$ cat src/rtl/ifetch_mem_ctrl_pkg.sv
// Shared definitions for the instruction-fetch memory controller and the byte assembler.
// Widths, FSM state encodings, boolean/zero constants and the byte-insert helper.
package ifetch_mem_ctrl_pkg;

   localparam int DATA_WIDTH = 32;
   localparam int BYTE_WIDTH = 8;

   typedef logic [DATA_WIDTH-1:0] data_t;
   typedef logic [BYTE_WIDTH-1:0] byte_t;

   typedef enum logic [1:0] {
      IDLE  = 2'd0,
      ISSUE = 2'd1,
      DRAIN = 2'd2
   } state_e;

   localparam logic  FALSE     = 1'b0;
   localparam logic  TRUE      = 1'b1;
   localparam data_t ZERO_WORD = 32'h0000_0000;

   // Little-endian lane insert: byte idx lands in bits [8*idx+7 : 8*idx].
   function automatic data_t insert_byte(input data_t word, input logic [1:0] idx, input byte_t b);
      data_t res;
      res = word;
      case (idx)
         2'd0:    res[7:0]   = b;
         2'd1:    res[15:8]  = b;
         2'd2:    res[23:16] = b;
         2'd3:    res[31:24] = b;
         default: res        = word;
      endcase
      return res;
   endfunction

endpackage

$ cat src/rtl/ifetch_mem_ctrl_assembler.sv
// mem_byte_assembler: 2-bit lane index plus 32-bit insert register with clear.
// word_ins_o is the register contents with the incoming byte already merged in.
module mem_byte_assembler
   import ifetch_mem_ctrl_pkg::*;
(
   input  logic        clk,
   input  logic        rst,
   input  logic        en_i,
   input  logic        clr_i,
   input  logic        ins_i,
   input  logic [7:0]  byte_i,
   output logic [1:0]  idx_o,
   output logic [31:0] word_ins_o
);

   logic [1:0] idx_q;
   data_t      word_q;

   assign word_ins_o = insert_byte(word_q, idx_q, byte_i);
   assign idx_o      = idx_q;

   // Lane index and partial word; clear has priority over insert.
   always_ff @(posedge clk or negedge rst) begin
      if (!rst) begin
         idx_q  <= 2'd0;
         word_q <= ZERO_WORD;
      end else if (en_i) begin
         if (clr_i) begin
            idx_q  <= 2'd0;
            word_q <= ZERO_WORD;
         end else if (ins_i) begin
            idx_q  <= idx_q + 2'd1;
            word_q <= word_ins_o;
         end
      end
   end

endmodule

$ cat src/rtl/ifetch_mem_ctrl.sv
// Instruction-fetch responder: four sequential byte reads assembled little-endian into one word.
// Optional one-entry prefetch buffer enabled by defining IFETCH_PREFETCH_EN.
module ifetch_mem_ctrl
   import ifetch_mem_ctrl_pkg::*;
(
   input  logic        clk,
   input  logic        rst,
   input  logic        rdy,
   input  logic        in_fetch_flag,
   input  logic [31:0] in_fetch_pc,
   output logic        out_fetch_flag,
   output logic [31:0] out_fetch_inst,
   input  logic        in_rob_xbp,
   input  logic [7:0]  mem_din,
   output logic [7:0]  mem_dout,
   output logic [31:0] mem_a,
   output logic        mem_wr
);

   state_e      state_q, state_d;
   logic [31:0] mem_a_q, mem_a_d;
   logic [1:0]  iss_off_q, iss_off_d;
   logic [1:0]  pipe_q, pipe_d;
   logic        flag_q, flag_d;
   logic [31:0] inst_q, inst_d;
   logic        asm_clr_s, asm_ins_s;
   logic [1:0]  asm_idx_s;
   logic [31:0] asm_word_ins_s;
   logic        last_cap_s;

`ifdef IFETCH_PREFETCH_EN
   logic        pf_valid_q, pf_valid_d;
   logic [31:0] pf_addr_q, pf_addr_d;
   logic [31:0] pf_data_q, pf_data_d;
   logic        pf_busy_q, pf_busy_d;
   logic        pf_hold_q, pf_hold_d;
   logic        arm_q, arm_d;
   logic [31:0] arm_addr_q, arm_addr_d;
   logic [31:0] fetch_addr_q, fetch_addr_d;
   logic        hit_s, same_s;

   assign hit_s  = in_fetch_flag && pf_valid_q && (in_fetch_pc == pf_addr_q);
   assign same_s = in_fetch_flag && (in_fetch_pc == fetch_addr_q);
`endif

   mem_byte_assembler u_asm (
      .clk        (clk),
      .rst        (rst),
      .en_i       (rdy),
      .clr_i      (asm_clr_s),
      .ins_i      (asm_ins_s),
      .byte_i     (mem_din),
      .idx_o      (asm_idx_s),
      .word_ins_o (asm_word_ins_s)
   );

   // pipe_q[1] marks an address issued two enabled edges ago, so mem_din now holds its byte.
   assign last_cap_s = pipe_q[1] && (asm_idx_s == 2'd3);

   assign out_fetch_flag = flag_q;
   assign out_fetch_inst = inst_q;
   assign mem_a          = mem_a_q;
   assign mem_dout       = 8'h00;
   assign mem_wr         = FALSE;

   // Next-state, address issue, capture and delivery decisions.
   always_comb begin
      state_d   = state_q;
      mem_a_d   = mem_a_q;
      iss_off_d = iss_off_q;
      pipe_d    = {pipe_q[0], FALSE};
      flag_d    = FALSE;
      inst_d    = inst_q;
      asm_clr_s = FALSE;
      asm_ins_s = pipe_q[1];
`ifdef IFETCH_PREFETCH_EN
      pf_valid_d   = pf_valid_q;
      pf_addr_d    = pf_addr_q;
      pf_data_d    = pf_data_q;
      pf_busy_d    = pf_busy_q;
      pf_hold_d    = pf_hold_q;
      arm_d        = arm_q;
      arm_addr_d   = arm_addr_q;
      fetch_addr_d = fetch_addr_q;
`endif
      if (in_rob_xbp) begin
         state_d   = IDLE;
         iss_off_d = 2'd0;
         pipe_d    = 2'b00;
         asm_clr_s = TRUE;
         asm_ins_s = FALSE;
      end else begin
         case (state_q)
            IDLE: begin
               if (in_fetch_flag) begin
                  mem_a_d   = in_fetch_pc;
                  iss_off_d = 2'd0;
                  pipe_d[0] = TRUE;
                  state_d   = ISSUE;
               end else begin
                  state_d = IDLE;
               end
            end
            ISSUE: begin
               mem_a_d   = mem_a_q + 32'd1;
               iss_off_d = iss_off_q + 2'd1;
               pipe_d[0] = TRUE;
               if (iss_off_q == 2'd2) begin
                  state_d = DRAIN;
               end else begin
                  state_d = ISSUE;
               end
            end
            DRAIN: begin
               if (last_cap_s) begin
                  flag_d  = TRUE;
                  inst_d  = asm_word_ins_s;
                  state_d = IDLE;
               end else begin
                  state_d = DRAIN;
               end
            end
            default: state_d = IDLE;
         endcase
      end
`ifdef IFETCH_PREFETCH_EN
      // Prefetch overrides layered on top of the plain fetch sequence.
      if (in_rob_xbp) begin
         pf_valid_d = FALSE;
         pf_busy_d  = FALSE;
         pf_hold_d  = FALSE;
         arm_d      = FALSE;
      end else if (state_q == IDLE) begin
         if (hit_s) begin
            state_d    = IDLE;
            mem_a_d    = mem_a_q;
            pipe_d     = 2'b00;
            flag_d     = TRUE;
            inst_d     = pf_data_q;
            arm_d      = TRUE;
            arm_addr_d = in_fetch_pc + 32'd4;
         end else if (in_fetch_flag) begin
            fetch_addr_d = in_fetch_pc;
            pf_busy_d    = FALSE;
            pf_hold_d    = FALSE;
            arm_d        = FALSE;
         end else if (arm_q) begin
            state_d      = ISSUE;
            mem_a_d      = arm_addr_q;
            iss_off_d    = 2'd0;
            pipe_d       = 2'b01;
            fetch_addr_d = arm_addr_q;
            pf_busy_d    = TRUE;
            pf_hold_d    = FALSE;
            arm_d        = FALSE;
         end else begin
            arm_d = FALSE;
         end
      end else if (pf_busy_q && in_fetch_flag && !same_s) begin
         state_d      = ISSUE;
         mem_a_d      = in_fetch_pc;
         iss_off_d    = 2'd0;
         pipe_d       = 2'b01;
         asm_clr_s    = TRUE;
         asm_ins_s    = FALSE;
         flag_d       = FALSE;
         inst_d       = inst_q;
         fetch_addr_d = in_fetch_pc;
         pf_busy_d    = FALSE;
         pf_hold_d    = FALSE;
      end else if (pf_busy_q && last_cap_s && (state_q == DRAIN) && !(pf_hold_q || same_s)) begin
         flag_d     = FALSE;
         inst_d     = inst_q;
         pf_valid_d = TRUE;
         pf_addr_d  = fetch_addr_q;
         pf_data_d  = asm_word_ins_s;
         pf_busy_d  = FALSE;
      end else if (last_cap_s && (state_q == DRAIN)) begin
         arm_d      = TRUE;
         arm_addr_d = fetch_addr_q + 32'd4;
         pf_busy_d  = FALSE;
         pf_hold_d  = FALSE;
      end else if (pf_busy_q && same_s) begin
         pf_hold_d = TRUE;
      end else begin
         pf_hold_d = pf_hold_q;
      end
`endif
   end

   // State and output registers; everything freezes while rdy is low.
   always_ff @(posedge clk or negedge rst) begin
      if (!rst) begin
         state_q   <= IDLE;
         mem_a_q   <= ZERO_WORD;
         iss_off_q <= 2'd0;
         pipe_q    <= 2'b00;
         flag_q    <= FALSE;
         inst_q    <= ZERO_WORD;
      end else if (rdy) begin
         state_q   <= state_d;
         mem_a_q   <= mem_a_d;
         iss_off_q <= iss_off_d;
         pipe_q    <= pipe_d;
         flag_q    <= flag_d;
         inst_q    <= inst_d;
      end
   end

`ifdef IFETCH_PREFETCH_EN
   // Prefetch buffer and background-fetch bookkeeping.
   always_ff @(posedge clk or negedge rst) begin
      if (!rst) begin
         pf_valid_q   <= FALSE;
         pf_addr_q    <= ZERO_WORD;
         pf_data_q    <= ZERO_WORD;
         pf_busy_q    <= FALSE;
         pf_hold_q    <= FALSE;
         arm_q        <= FALSE;
         arm_addr_q   <= ZERO_WORD;
         fetch_addr_q <= ZERO_WORD;
      end else if (rdy) begin
         pf_valid_q   <= pf_valid_d;
         pf_addr_q    <= pf_addr_d;
         pf_data_q    <= pf_data_d;
         pf_busy_q    <= pf_busy_d;
         pf_hold_q    <= pf_hold_d;
         arm_q        <= arm_d;
         arm_addr_q   <= arm_addr_d;
         fetch_addr_q <= fetch_addr_d;
      end
   end
`endif

endmodule

$ cat config.mk
export PLATFORM = sky130hd
export DESIGN_NAME = ifetch_mem_ctrl
export DESIGN_NICKNAME = d
export VERILOG_FILES = /design/src/rtl/ifetch_mem_ctrl_pkg.sv /design/src/rtl/ifetch_mem_ctrl_assembler.sv /design/src/rtl/ifetch_mem_ctrl.sv
export SDC_FILE = /design/constraint.sdc
export NUM_CORES = 1
export LEC_CHECK = 0
export BUFFER_PORTS_ARGS = -buffer_cell sky130_fd_sc_hd__buf_2
export CAP_MARGIN = 10
export CORE_MARGIN = 2
export CORE_UTILIZATION = 50
export DETAILED_ROUTE_END_ITERATION = 8
export PLACE_DENSITY = 0.77
export RECOVER_POWER = 50
export REMOVE_ABC_BUFFERS = 1
export SLEW_MARGIN = 20
export SYNTH_ARGS = -nofsm -noshare
export SYNTH_HDL_FRONTEND = slang
export SYNTH_SLANG_ARGS = --single-unit
$ cat constraint.sdc
create_clock -name clk -period 3.55 [get_ports clk]
set_clock_uncertainty 0.15 [all_clocks]
set_input_delay 0.1775 -clock clk [delete_from_list [all_inputs] [get_ports clk]]
set_output_delay 0.1775 -clock clk [all_outputs]
set_load 0.02 [all_outputs]
==> impl_summary.log <==
[metrics] Die Area: 0.0119 mm2
[metrics] area inside the core boundary: 0.0108 mm2
[metrics] Post-layout nets: 760
[metrics] flops & latches, synth: ~110
[metrics] Initial DRC Count: around 450
[metrics] proportion of netlist area held by the largest area contributor: a little under half
[metrics] Setup CP Type: reg2reg
[metrics] clock buffer count from CTS: 9
[metrics] overall die width: about 110 um
[metrics] endpoints failing setup: 0
[metrics] Synthesis Warnings: 0
[metrics] clk_lat worst skew: approximately 370 ps
[metrics] Clock Sinks: between 100 and 150
[metrics] cell count after synthesis: roughly 600
[metrics] Resize count post-CTS: 0
[metrics] fraction of registers with async set/reset: 100%
[metrics] data arrival at the endpoint of the critical path: 2830 ps
[metrics] via density per instance: 5.80
[metrics] timing-limited maximum frequency: around 0.37 GHz
[metrics] number of enable flip-flop cells after synthesis: 0
[metrics] number of detailed-route iterations in the first pass: 5
[metrics] deepest level of the CTS H-tree: 3
[metrics] largest cells by area after synthesis: dfrtp_1 48%, mux2i_1 5.8%, o22ai_1 5.2%, nand2_1 4.9%, o21ai_0 4.3%
[metrics] vias in the first global route: about 4700
[metrics] number of distinct library cells after synthesis: between 40 and 50
[metrics] post-detail-place hpwl: approximately 9800 um
[metrics] number of buffers and inverters on the critical path: 1
[metrics] CTS tree: built
[metrics] Worst Hold Depth: 3
[metrics] unrepaired setup endpoints after global routing: no
[metrics] maximum number of pins on one net before global-route repair: 44
[metrics] share of synthesized area occupied by flip-flops and latches: between 40 and 50%
[metrics] element type at the critical path start: flop
[metrics] count of buffers added by post-CTS timing repair for setup: 0
[metrics] most repeated cell in the gate-level netlist after synthesis: dfrtp_1
[metrics] slowest stage cell, crit path: ha_1
[metrics] startpoint of the most critical setup path: u_asm.idx_o[1]$_DFFE_PN0P_
[metrics] Post-synth top cells: 105 x dfrtp_1, 72 x nand2_1, 47 x o21ai_0
[metrics] initial core utilization: 51.0%
[metrics] top_reg_cell synth: dfrtp_1
[metrics] share of layout cells above drive strength 1: between 10% and 20%
[metrics] area growth from synthesis to final layout: 17.1%
[metrics] critical path capture point: out_fetch_inst[11]$_DFFE_PN0P_
[metrics] remaining global-route overflow: 0
[metrics] average instance area after synthesis: 9.08 um2
[metrics] overall via count from detail_route: 4954
[metrics] library cell used as clock root buffer: clkbuf_8
[metrics] Top-Level Pins: around 120
[metrics] total routing resource utilization after global routing: between 20% and 30%
[metrics] max-cap viol count: 1
[metrics] post-route ant nets: 0
[metrics] Final GP Congestion: 0.856
[metrics] hold path startpoint: in_fetch_pc[11]
[metrics] hold buffers post-CTS: 23
[metrics] critical path peak fanout: 34
[metrics] # port buffers: approximately 110
[metrics] worst flop-to-flop path endpoint: out_fetch_inst[11]$_DFFE_PN0P_
[metrics] pin slew with the least headroom to its limit: around 2300 ps
[metrics] Clock Path Buffers: 2
[metrics] leading area contributor after synthesis: dfrtp_1
[metrics] total count of hold-check failures in the final report: 0
[metrics] wirelength, routed: ~14000 um
[metrics] height of the die: between 100 and 150 um
[metrics] std cell rows: 38
[metrics] class of the most critical hold timing path: in2reg
[metrics] required time at the endpoint of the critical path: 3650 ps
[metrics] Pleak: about 2.7 nW
[metrics] slack of the worst reg-to-reg path: a little over 800 ps
[metrics] Final Max Slew Viols: 44
[metrics] relative slew slack: -53.0%
[metrics] first-pass GRT wire length: around 23000 um
[metrics] time the worst path needs with I/O delays and setup: 2740 ps
[metrics] clock input transition at the sequential cells of the worst setup and hold paths: ~100 ps
[metrics] largest delay contributor family on the critical path: simple AND/OR/NAND/NOR gates
[metrics] Final Cycle Share: between 70% and 80%
[metrics] average wire per cell in the routed design: 16.9 um
[metrics] critical path, cell by cell: ha_1 > and3_1 > nand3_2 > buf_4 > nand2_1 > o21ai_0
[metrics] number of cells traversed by the worst register-to-register path: 6
[metrics] initial antenna violation count: 0
[metrics] startpoint of the worst register-to-register path: u_asm.idx_o[1]$_DFFE_PN0P_
[metrics] number of remaining DRC errors: 0
[metrics] Antenna diodes: 0
[metrics] number of stages on the worst setup path: 6
[metrics] crit path capture type: flop
[metrics] power per standard cell area: roughly 590 mW/mm2
[metrics] worst slack on hold paths: 3.87 ps
[metrics] Max IR drop VDD: 0.277 mV
[metrics] delay of the slowest critical-path stage: approximately 520 ps
[metrics] area of the mapped netlist: between 0.005 and 0.006 mm2
[metrics] failing checks: capacitance limit, slew limit
[metrics] status: finished with violations
[metrics] Setup TNS Final: 0 ps
-- worst reg2reg max path, delay by kind of cell, from the launching register on --
kind	cells	cell delay, ps
AOI/OAI and AO/OA	1	80
DFF	1	400
and+or+nand+nor	3	1030
adders and majority gates	1	520
buffers and inverters	1	430
-- final cells by class --
cell class / instances / area, um2
clock buffer: 12 / 155
timing repair buffer: 138 / 749
sequential: 105 / 2630
multi-input combinational: 416 / 2540
clock inverter: 4 / 51.3
tap: 140 / 175
inverter: 39 / 146
fill: 979 / 4350
-- cell families after synthesis --
group	Yosys count	share of synthesized area (%)
AO/OA/AOI/OAI	190	21.6
adder cells (fa/ha/maj)	6	1.36
buffers and inverters	93	6.96
flip-flops	105	47.7
multiplexers	32	5.82
other	1	0.0681
AND/OR/NAND/NOR	179	16.5
-- metrics by stage --
stage	cells	cell area, um2	setup WS [ps]	util (%)	power, mW
after floorplan	560	5300	242	-	2.58
after global placement	815	6090	944	56.5	2.99
after detailed placement	815	6090	795	56.5	3.05
after CTS	854	6530	804	60.5	3.84
after global routing	854	6440	381	59.7	4.03
final	854	6440	812	59.7	3.79
-- cell usage in the layout (no fill, tap or decap), drive strengths merged, types with 2 or more instances in the layout --
master       count
dfrtp          105
clkbuf          79
nand2           72
o21ai           48
buf             48
o22ai           46
inv             39
a21oi           36
nor2            33
mux2i           32
a22oi           24
dlygate4sd3     23
nand3           23
a2bb2oi         13
nand4           13
and3            10
conb             9
nor4             7
a22o             6
ha               6
or3              5
nand2b           4
nor3             4
o31ai            3
or2              2
a211oi           2
o211ai           2
and2             2
a31oi            2
a311oi           2
clkinv           2
-- routing by layer --
metal	global-route usage, %	part of all wire, %	wire length, um
met5	0	0	0
met4	8.06	1.6	227
met3	3.89	6.1	882
met2	40.6	48	6870
met1	34.4	45	6440
-- worst min-delay path by stage --
| stage | slack (ps) | to |
|---|---|---|
| 2_1_floorplan | -270 | iss_off_q[0]$_DFFE_PN0P_ |
| 3_3_place_gp | 40 | mem_a[4]$_DFFE_PN0P_ |
| 3_5_place_dp | 60 | mem_a[4]$_DFFE_PN0P_ |
| 4_1_cts | 3 | u_asm.word_q[3]$_DFFE_PN0P_ |
| 5_1_grt | 2 | mem_a[12]$_DFFE_PN0P_ |
| 6_report | 4 | mem_a[11]$_DFFE_PN0P_ |
-- power breakdown --
part           switching [mW]  internal, mW
Sequential              0.330          1.43
Clock                   0.409         0.365
Combinational           0.784         0.478
Total                    1.52          2.27
-- sequential cells by signal, indices dropped and copies added (netlist names) --
name,cells
iss_off_q,2
mem_a,32
out_fetch_flag,1
out_fetch_inst,32
pipe_q,2
state_q,2
u_asm.idx_o,2
u_asm.word_q,32
(Power assumes the default switching activity.)
